$ cat src/rtl/stream_equal_cmp.sv
// Burst comparator: checks LEN operand pairs against a selectable relation
// (EQ/NE/LT/GT), registers per-pair results and holds a burst summary.
module stream_equal_cmp #(
  parameter int WIDTH  = 8,
  parameter int CNT_W  = 8,
  parameter int SIGNED = 0
) (
  input  logic             clk,
  input  logic             rst,
  input  logic             start,
  input  logic [CNT_W-1:0] len,
  input  logic [1:0]       mode,
  input  logic             valid,
  input  logic [WIDTH-1:0] num1,
  input  logic [WIDTH-1:0] num2,
  output logic             ready,
  output logic             busy,
  output logic             o,
  output logic             o_valid,
  output logic             done,
  output logic [CNT_W-1:0] hit_cnt,
  output logic             all_hit,
  output logic [CNT_W-1:0] miss_idx,
  output logic             miss_seen
);

  typedef enum logic [1:0] {
    IDLE = 2'd0,
    RUN  = 2'd1,
    DONE = 2'd2
  } state_t;

  state_t           state, state_nxt;
  logic [CNT_W-1:0] len_q, idx_q;
  logic [1:0]       mode_q;

  // Stage 1 holds the accepted pair; stage 2 evaluates it one edge later.
  logic             p_valid;
  logic [WIDTH-1:0] p_a, p_b;
  logic [CNT_W-1:0] p_idx;

  logic             accept, last;
  logic             lt, gt, rel;
  logic [CNT_W-1:0] hit_next;

  // Handshake: a pair transfers on a rising edge where valid && ready;
  // ready is high only in RUN and never depends on valid.
  assign ready  = (state == RUN);
  assign busy   = (state == RUN);
  assign accept = valid && ready;
  assign last   = accept && (idx_q == len_q - CNT_W'(1));

  always_comb begin
    state_nxt = state;
    case (state)
      IDLE:    if (start) state_nxt = (len == '0) ? DONE : RUN;
      RUN:     if (last) state_nxt = DONE;
      DONE:    state_nxt = IDLE;
      default: state_nxt = IDLE;
    endcase
  end

  always_comb begin
    if (SIGNED != 0) begin
      lt = $signed(p_a) < $signed(p_b);
      gt = $signed(p_a) > $signed(p_b);
    end else begin
      lt = p_a < p_b;
      gt = p_a > p_b;
    end
    rel = 1'b0;
    case (mode_q)
      2'b00: rel = (p_a == p_b);
      2'b01: rel = (p_a != p_b);
      2'b10: rel = lt;
      2'b11: rel = gt;
      default: rel = 1'b0;
    endcase
  end

  assign hit_next = hit_cnt + {{(CNT_W-1){1'b0}}, p_valid & rel};

  always_ff @(posedge clk) begin
    if (rst) begin
      state     <= IDLE;
      len_q     <= '0;
      mode_q    <= '0;
      idx_q     <= '0;
      p_valid   <= 1'b0;
      p_a       <= '0;
      p_b       <= '0;
      p_idx     <= '0;
      o         <= 1'b0;
      o_valid   <= 1'b0;
      done      <= 1'b0;
      hit_cnt   <= '0;
      all_hit   <= 1'b0;
      miss_idx  <= '0;
      miss_seen <= 1'b0;
    end else begin
      state   <= state_nxt;
      o_valid <= 1'b0;
      done    <= 1'b0;
      p_valid <= accept;
      if (accept) begin
        p_a   <= num1;
        p_b   <= num2;
        p_idx <= idx_q;
        idx_q <= idx_q + CNT_W'(1);
      end
      if (p_valid) begin
        o       <= rel;
        o_valid <= 1'b1;
        hit_cnt <= hit_next;
        if (!rel && !miss_seen) begin
          miss_idx  <= p_idx;
          miss_seen <= 1'b1;
        end
      end
      // The last pair is still in stage 2 while in DONE, so use hit_next.
      if (state == DONE) begin
        done    <= 1'b1;
        all_hit <= (hit_next == len_q);
      end
      if (state == IDLE && start) begin
        len_q     <= len;
        mode_q    <= mode;
        idx_q     <= '0;
        hit_cnt   <= '0;
        miss_idx  <= '0;
        miss_seen <= 1'b0;
        all_hit   <= 1'b0;
      end
    end
  end

endmodule

$ cat config.mk
export PLATFORM = sky130hd
export DESIGN_NAME = stream_equal_cmp
export DESIGN_NICKNAME = d
export VERILOG_FILES = /design/src/rtl/stream_equal_cmp.sv
export SDC_FILE = /design/constraint.sdc
export NUM_CORES = 1
export LEC_CHECK = 0
export CORE_ASPECT_RATIO = 0.75
export CORE_MARGIN = 2
export CORE_UTILIZATION = 50
export CTS_CLUSTER_SIZE = 24
export DETAILED_ROUTE_END_ITERATION = 10
export GPL_ROUTABILITY_DRIVEN = 0
export PLACE_DENSITY = 0.76
export SYNTH_ARGS = -nofsm -noshare
export SYNTH_HDL_FRONTEND = slang
export SYNTH_SLANG_ARGS = --single-unit
export TNS_END_PERCENT = 10
$ cat constraint.sdc
create_clock -name clk -period 3.6 [get_ports clk]
set_clock_uncertainty 0.05 [all_clocks]
set_input_delay 0.72 -clock clk [delete_from_list [all_inputs] [get_ports clk]]
set_output_delay 0.72 -clock clk [all_outputs]
set_load 0.02 [all_outputs]
==> run summary <==
largest buffer count on any clock path: 2
grt ovf: 0
CP peak stage delay: 0.33 ns
Sink Count: 66
first-pass GRT wire length: 12.4 mm
Slew @ Worst Pin: 0.856 ns
Clk network pwr share: 40.7%
Ys Warns: 0
final count of pins violating max slew: 0
core area: 0.00626 sq mm
Critical Path Start: p_b[5]$_SDFFE_PP0P_
largest net degree at the start of global routing: 41
Setup Buffers After CTS: 0
via count of the routed design: 2,785
gr usage total: 21.7%
CP required: 3.82 ns
Cell Chain, Critical Path: inv_1 > ha_1 > and4_1 > nand2_1 > nor3_1 > a21oi_2 > and3_1 > nor2b_1 > ha_1 > ha_1 > nand3_1 > nor2_1 > xnor2_1 > mux2i_1 > o2111ai_1 > o22ai_1
drt pass-1 iters: 5
CTS root buf: clkbuf_8
DR iter-0 viols: 184
row count: 25
layout cells sized above 1: 6.59%
WP depth: 16
Final min period: 3.23 ns
DRC violation count after routing: 0
post-synth top area share: 41.0%
nets: 477
crit path launch type: flop
DR vias/cell: 5.35
synth-to-layout area growth: 23.8%
Comb power frac: 13.4%
kind of critical path: flop to flop
clock slew at reported path FFs: 0.08 ns
Setup crit end: all_hit$_SDFFE_PP0P_
cts-stage hold buffer count: 0
Setup Viol. Count Final: 0
routed wire length: 7.44 mm
worst reg2reg endpoint: all_hit$_SDFFE_PP0P_
syn_nets: 432
Initial Util: 51.5%
relative slew slack: 42.8%
PwrDens: 422 mW/mm^2
VDD IR max: 0.214 mV
CP max-delay cell: dfxtp_1
prevailing post-synth register cell: dfxtp_1
Wirelength per Cell: 14.3 um
synthesized cell area: 0.00322 sq mm
final hold violations: 0
sw power: 0.443 mW
final setup TNS: 0 ns
P_int: 1.24 mW
die height: 73.5 um
post-synthesis sequential area ratio: 41.0%
asr flop ratio synth: 0%
final core utilization: 63.7%
CTS tree: done
WP buf/inv: 1
CP dominant cell by count: ha_1
ANT cells: 0
Die X: 96.7 um
RSZ-0062 raised after global routing: no
fmax: 310 MHz
Worst EP arrival: 3.45 ns
register-to-register setup slack: 0.37 ns
final period utilization: 89.6%
Reg power frac: 45.9%
antenna-violating nets left: 0
synth unique cells: 50
P_leak: 1.41 nW
status: finished, final reports clean
syn avg cell area: 8.25 sq um
Reg2Reg Launch Point: p_b[5]$_SDFFE_PP0P_
synthesized instance count: 390
total CTS buffers: 9
die area: 0.00710 sq mm
Worst-Skew Late Latency: 0.35 ns
number of enable flip-flop cells after synthesis: 0
cell taking the most area after synthesis: dfxtp_1
commonest non-fill, non-tap cell in the layout: dfxtp_1
Yosys reg bits: 66
I/O pin cnt: 53
CP delay by family, top: simple AND/OR/NAND/NOR gates
CTS H-Tree Depth: 3
R2R cell count: 16
Synth area leaders: dfxtp_1 41%, nand2_1 7.3%, a21oi_1 6.8%, ha_1 4.7%, xnor2_1 4.6%
switching share of power: 26.3%
Post-CTS Resized: 0
IO buf count: 52
vias in the first global route: 2,582
most frequent cells in the layout: 66 x dfxtp_1, 63 x nand2_1, 52 x clkdlybuf4s50_1, 44 x a21oi_1, 37 x nor2_1
initial antenna violation count: 0
worst hold path class: flop to flop
Max Cap Viol: 0
Critical Path Fanout Max: 10
Detail Placement HPWL: 5.35 mm
Worst Setup End Kind: flop
==> per-layer routing <==
metal / up-vias / wire length (um) / global-route usage (%)
met3: 9 / 407 / 5.90
met2: 82 / 3100 / 31.1
met4: 0 / 118 / 7.67
li1: 1430 / - / -
met5: - / 0 / 0
met1: 1264 / 3810 / 31.5
==> registers in the layout (all words and copies together), names as in the netlist <==
signal / count
hit_cnt: 8
idx_q: 8
len_q: 8
miss_idx: 8
p_a: 8
p_b: 8
p_idx: 8
mode_q: 2
state: 2
all_hit: 1
done: 1
miss_seen: 1
o: 1
o_valid: 1
p_valid: 1
==> power groups by stage <==
stage | sequential [mW] | clock [mW] | combinational (mW)
final | 0.772 | 0.684 | 0.225
after global placement | 0.788 | 0 | 0.216
after detailed placement | 0.788 | 0 | 0.222
after global routing | 0.774 | 0.725 | 0.251
after CTS | 0.772 | 0.693 | 0.225
after floorplan | 0.778 | 0 | 0.157
==> final cells by class <==
| cell class | instances | area, sq um |
|---|---|---|
| well taps | 81 | 101 |
| clock inverters | 7 | 93.8 |
| clock buffers | 9 | 124 |
| flip-flops and latches | 66 | 1320 |
| multi-input cells | 290 | 1750 |
| inverters | 12 | 45.0 |
| fillers | 541 | 2270 |
| repair buffers | 56 | 551 |
==> worst min path at each step <==
stage,from,endpoint,slack (ns),depth (start not counted)
5_1_grt,p_a[0]$_SDFFE_PP0P_,p_a[0]$_SDFFE_PP0P_,0.43,2
4_1_cts,p_b[3]$_SDFFE_PP0P_,p_b[3]$_SDFFE_PP0P_,0.41,2
6_report,p_a[0]$_SDFFE_PP0P_,p_a[0]$_SDFFE_PP0P_,0.41,2
3_5_place_dp,p_b[3]$_SDFFE_PP0P_,p_b[3]$_SDFFE_PP0P_,0.40,2
2_1_floorplan,p_a[0]$_SDFFE_PP0P_,p_a[0]$_SDFFE_PP0P_,0.39,2
3_3_place_gp,p_a[0]$_SDFFE_PP0P_,p_a[0]$_SDFFE_PP0P_,0.39,2
==> worst min-delay path, stage by stage (launching register included) <==
cell and delay [ns]:
dfxtp_1 0.31, nand2_1 0.05, a21oi_1 0.05
==> cell usage after synthesis, types with 2 or more instances <==
master / n
nor2b_1: 4
nand3_1: 14
or2_1: 2
inv_1: 12
ha_1: 12
nor4_1: 4
buf_1: 2
a21oi_1: 44
or3_1: 4
nand2_1: 63
xor2_1: 13
buf_2: 8
o21ai_1: 2
buf_4: 3
and4_1: 2
and3_1: 2
mux2i_1: 12
nor3b_1: 2
nor3_2: 2
xnor2_1: 17
nor2_1: 37
nand4_1: 6
o21ai_0: 15
o2111ai_1: 2
clkbuf_1: 9
dfxtp_1: 66
a31oi_1: 2
a21o_1: 2
nor3_1: 4
a211oi_1: 2
nand2b_1: 2
==> cell families after synthesis <==
group	count (synthesis)	synth area share [%]
XOR/XNOR	30	8.16
adder cells (fa/ha/maj)	12	4.66
multiplexers	13	4.08
AO/OA/AOI/OAI	78	13.8
flip-flops	66	41.0
buffers and inverters	34	4.62
AND/OR/NAND/NOR	157	23.6
==> through the flow <==
step | worst slack, ns | hold slack (ns) | power [mW] | cell area (sq um) | cells
after floorplan | 0.767 | 0.386 | 0.936 | 3220 | 390
after global placement | 0.609 | 0.394 | 1.00 | 3770 | 505
after detailed placement | 0.420 | 0.399 | 1.01 | 3770 | 505
after CTS | 0.391 | 0.408 | 1.69 | 3990 | 521
after global routing | 0.0665 | 0.430 | 1.75 | 3990 | 521
final | 0.373 | 0.408 | 1.68 | 3990 | 521
(Power assumes the default switching activity.)
==> RTL change 1: new RTL, config.mk and constraints unchanged <==
Register the input `mode` before use, without a reset. The logic sees it one clock later. The other inputs are not delayed to match.
--- a/src/rtl/stream_equal_cmp.sv
+++ b/src/rtl/stream_equal_cmp.sv
@@ -30,4 +30,10 @@
     DONE = 2'd2
   } state_t;
+
+  logic [1:0] mode_r;
+
+  always_ff @(posedge clk) begin
+    mode_r <= mode;
+  end
 
   state_t           state, state_nxt;
@@ -125,5 +131,5 @@
       if (state == IDLE && start) begin
         len_q     <= len;
-        mode_q    <= mode;
+        mode_q    <= mode_r;
         idx_q     <= '0;
         hit_cnt   <= '0;
Formal check against the unedited RTL: not equivalent (a bounded check fails within 4 cycles, from zero or initial values and one cycle with rst high).
==> RTL change 1 against the original RTL <==
Cell area decreased by 1.2%; maximum frequency grew 8.9%; power is 1.3% lower; synthesized area decreased by 0.54%; non-clock buffer count is the same; sequential share of layout area increased by 1.4 points; worst setup slack better by 0.26 ns; final cell count increased by 0.58%; sequential power increased by 3.8%; sequential cell count rose by 2; wire length shrank 5.9%.
==> RTL change 1: results (changes against the original RTL) <==
| Metric | Value |
|---|---|
| Status | `completed` |
| CP max stage delay | `0.33 ns (about the same)` |
| I/O Buffers | `52 (unchanged)` |
| Post-synthesis adder-cell area fraction | `4.69% (+0.026 points)` |
| Layout cells sized above 1 | `5.19% (-1.4 points)` |
| Clock Latency Late Sink | `about 0.34 ns` |
| Leakage | `1.44 nW (+2.1%)` |
| H-tree Lvls | `3 (unchanged)` |
| Routed wl met2 | `3020 um (-2.6%)` |
| Placement Cell Area | `3750 sq um (-0.50%)` |
| Fin nets | `481 (+0.84%)` |
| M1 WL | `3460 um (-9.2%)` |
| Critical path peak fanout | `3 (-7)` |
| Post-DRT Antenna Nets | `0 (unchanged)` |
| Arrival time worst endpoint | `3.19 ns (-0.26 ns)` |
| R2R depth | `15 (-1)` |
| Synth unique cells | `44 (-12%)` |
| Minimum clock period | `2.96 ns (-0.262 ns)` |
| CP delay by family, top | `simple AND/OR/NAND/NOR gates` |
| Number of global-route vias before repair | `2523 (-2.3%)` |
| Max VDD drop | `342 uV (+60%)` |
| First-iteration detailed-routing DRC count | `176 (-4.3%)` |
| GRT Util Overall | `21.3% (-0.37 points)` |
| Initial antenna violation count | `0 (unchanged)` |
| Mux contribution to synthesized area | `1.25% (-2.8 points)` |
| Worst hold endpoint | `mode_q[1]` |
| Syn Inst Count | `397 (+1.8%)` |
| Area contributors post-synth | `dfxtp_1, nand2_1, a21oi_1` |
| Placed Instances | `509 (+0.79%)` |
| Hold Path Depth | `2 (unchanged)` |
| CP max stage cell | `dfxtp_1` |
| Non-Filler Instances | `524 (+0.58%)` |
| Synth top cells by count | `nand2_1, dfxtp_1, a21oi_1` |
| DR WL/cell | `13.4 um (-6.4%)` |
| Pre-antenna DRT Iters | `4 (-1)` |
| Post-DP HPWL | `5140 um (-3.9%)` |
| Largest net degree at the start of global routing | `28 (-32%)` |
| First-pass GRT wire length | `11800 um (-4.6%)` |
| Min Hold Slack | `0.386 ns (-0.0220 ns)` |
| CP startpoint | `p_b[5]` |
| Seq/Total Area, Yosys | `42.5% (+1.5 points)` |
| Place WS | `0.649 ns (+0.228 ns)` |
| Routed met3 length | `448 um (+10%)` |
| Met1 Use GR | `31.6% (+0.081 points)` |
| Complex-gate fraction of the synthesized area | `14.7% (+0.90 points)` |
| Vias | `2811 (+0.93%)` |
| Routing usage on met2 | `30.6% (-0.54 points)` |
| M3 GR Usage | `5.64% (-0.26 points)` |
| Synth Area in XOR/XNOR | `8.99% (+0.83 points)` |
| Rel. slew slack | `42.4% (-0.39 points)` |
| # diodes | `0 (unchanged)` |
| CTS Buf Count | `9 (unchanged)` |
| Post-CTS setup buffers | `0 (unchanged)` |
| Clk root buf | `clkbuf_8` |
| Post-Syn Nets | `439 (+1.6%)` |
| Hold_sp | `mode_r[1]` |
| Reg2reg setup slack | `0.64 ns (+0.26 ns)` |
RTL change 1: cell types whose count changed in the layout (fill, tap and decap cells not counted), moves of 3 or more:
| cell | before | now |
|---|---|---|
| nand2_1 | 63 | 87 |
| a21oi_1 | 44 | 51 |
| mux2i_1 | 12 | 4 |
| xor2_1 | 13 | 20 |
| or3_1 | 4 | 1 |
| nand3_1 | 14 | 10 |
| nor2_1 | 37 | 25 |
| xnor2_1 | 17 | 11 |
| and3_1 | 2 | 5 |
RTL change 1: area by class of cell:
cell class / count / area [sq um]
fill: 550 / 2320
multi-input combinational: 293 / 1690
sequential: 68 / 1360
timing repair buffer: 56 / 551
clock buffer: 10 / 138
tap: 81 / 101
clock inverter: 5 / 52.6
inverter: 11 / 41.3
RTL change 1: report_power, final:
group          switching [mW]  internal [mW]
registers              0.0267          0.774
clock network           0.284          0.331
logic                   0.135          0.110
total                   0.446           1.21
==> RTL change 2: new RTL, config.mk and constraints unchanged <==
Without the edit above. The parameter `WIDTH` goes from 8 to 9.
--- a/src/rtl/stream_equal_cmp.sv
+++ b/src/rtl/stream_equal_cmp.sv
@@ -2,5 +2,5 @@
 // (EQ/NE/LT/GT), registers per-pair results and holds a burst summary.
 module stream_equal_cmp #(
-  parameter int WIDTH  = 8,
+  parameter int WIDTH  = 9,
   parameter int CNT_W  = 8,
   parameter int SIGNED = 0
Ports: changed (resized num1 and num2); port bits go from 53 to 55. No check against the original RTL was run, so the function may have changed too.
==> RTL change 2 against the original RTL <==
Power increased by 6.0%; combinational power increased by 49%; worst setup slack got worse by 0.054 ns; critical path type unchanged; sequential cell count increased by 2; wire length decreased by 5.2%; cell area increased by 0.75%; maximum frequency decreased by 1.7%; synthesized area increased by 0.58%; critical path depth decreased by 3.
==> RTL change 2: results (changes against the original RTL) <==
| Metric | Value |
|---|---|
| Status | `completed` |
| Vias/cell | `5.27 (-1.4%)` |
| Fill cells | `560 (+3.5%)` |
| Post-Syn Nets | `446 (+3.2%)` |
| Non-Filler Instances | `531 (+1.9%)` |
| Min Hold Slack | `0.408 ns (+0.0000990 ns)` |
| DRT Wirelength | `7050 um (-5.2%)` |
| Place WS | `0.382 ns (-0.0379 ns)` |
| First-iteration detailed-routing DRC count | `129 (-30%)` |
| Synth top cells by count | `nand2_1, dfxtp_1, a21oi_1` |
| Synth unique cells | `43 (-14%)` |
| Clock Power Share | `35.6% (-5.1 points)` |
| Layout cells sized above 1 | `6.22% (-0.37 points)` |
| Reg2reg setup slack | `0.32 ns (-0.05 ns)` |
| Placed Instances | `515 (+2.0%)` |
| CP max stage cell | `o2111ai_1` |
| Largest net degree at the start of global routing | `43 (+4.9%)` |
| Routing usage on met2 | `33.3% (+2.2 points)` |
| Hold_sp | `p_idx[3]` |
| Rel. slew slack | `68.9% (+26 points)` |
| Number of global-route vias before repair | `2450 (-5.1%)` |
| Final period util | `91.1% (+1.5 points)` |
| Post-DP HPWL | `5060 um (-5.4%)` |
| R2r startpoint | `p_b[8]` |
| Area contributors post-synth | `dfxtp_1, nand2_1, a21oi_1` |
| First-pass GRT wire length | `11700 um (-5.5%)` |
| Psw | `501 uW (+13%)` |
| Routed wl met2 | `3160 um (+1.9%)` |
| Max VDD drop | `237 uV (+11%)` |
| Initial antenna violation count | `0 (unchanged)` |
| M3 GR Usage | `6.95% (+1.0 points)` |
| Worst hold endpoint | `p_idx[3]` |
| Placement Cell Area | `3810 sq um (+1.2%)` |
| CP max stage delay | `0.41 ns (+0.08 ns)` |
| M1 WL | `3420 um (-10%)` |
| Power Density | `444 nW/um^2 (+5.2%)` |
| Most used DFF post-synth | `dfxtp_1` |
| Synth Area per Inst | `8.08 sq um (-2.2%)` |
| Critical path peak fanout | `4 (-6)` |
| Leakage | `1.40 nW (-0.64%)` |
| CP delay by family, top | `compound AO/OA/AOI/OAI gates` |
| GRT Util Overall | `20.6% (-1.1 points)` |
| R2R depth | `13 (-3)` |
| Comb pwr | `335 uW (+49%)` |
| Seq/Total Area, Yosys | `42.0% (+1.0 points)` |
| Routed met3 length | `345 um (-15%)` |
| I/O Buffers | `54 (+3.8%)` |
| Arrival time worst endpoint | `3.49 ns (+0.04 ns)` |
| Pre-antenna DRT Iters | `4 (-1)` |
| Fin nets | `490 (+2.7%)` |
| Met1 Use GR | `26.4% (-5.1 points)` |
RTL change 2: cell types whose count changed in the layout (fill, tap and decap cells not counted), moves of 3 or more:
| cell | delta |
|---|---|
| nor2_1 | -11 |
| nand2_1 | +24 |
| o21ai_0 | -6 |
| mux2i_1 | -9 |
| a21oi_1 | +9 |
| o21ai_1 | +3 |
RTL change 2: final cells by class:
| class | count | area (sq um) | share of cell area (%) |
|---|---|---|---|
| multi-input cells | 293 | 1720 | 42.8 |
| flip-flops and latches | 68 | 1360 | 33.9 |
| repair buffers | 59 | 578 | 14.4 |
| clock buffers | 12 | 155 | 3.86 |
| well taps | 81 | 101 | 2.52 |
| inverters | 14 | 52.6 | 1.31 |
| clock inverters | 4 | 47.5 | 1.18 |
RTL change 2: kinds of logic (layout without fill, tap and decap cells):
group	Yosys count	in the layout	share of synthesized area, %
flops	68	68	42.0
xor+xnor	35	35	9.70
buf+inv	40	89	4.87
mux	3	3	0.927
compound gates	81	81	14.8
fa+ha+maj	13	13	5.02
simple gates	161	161	22.6
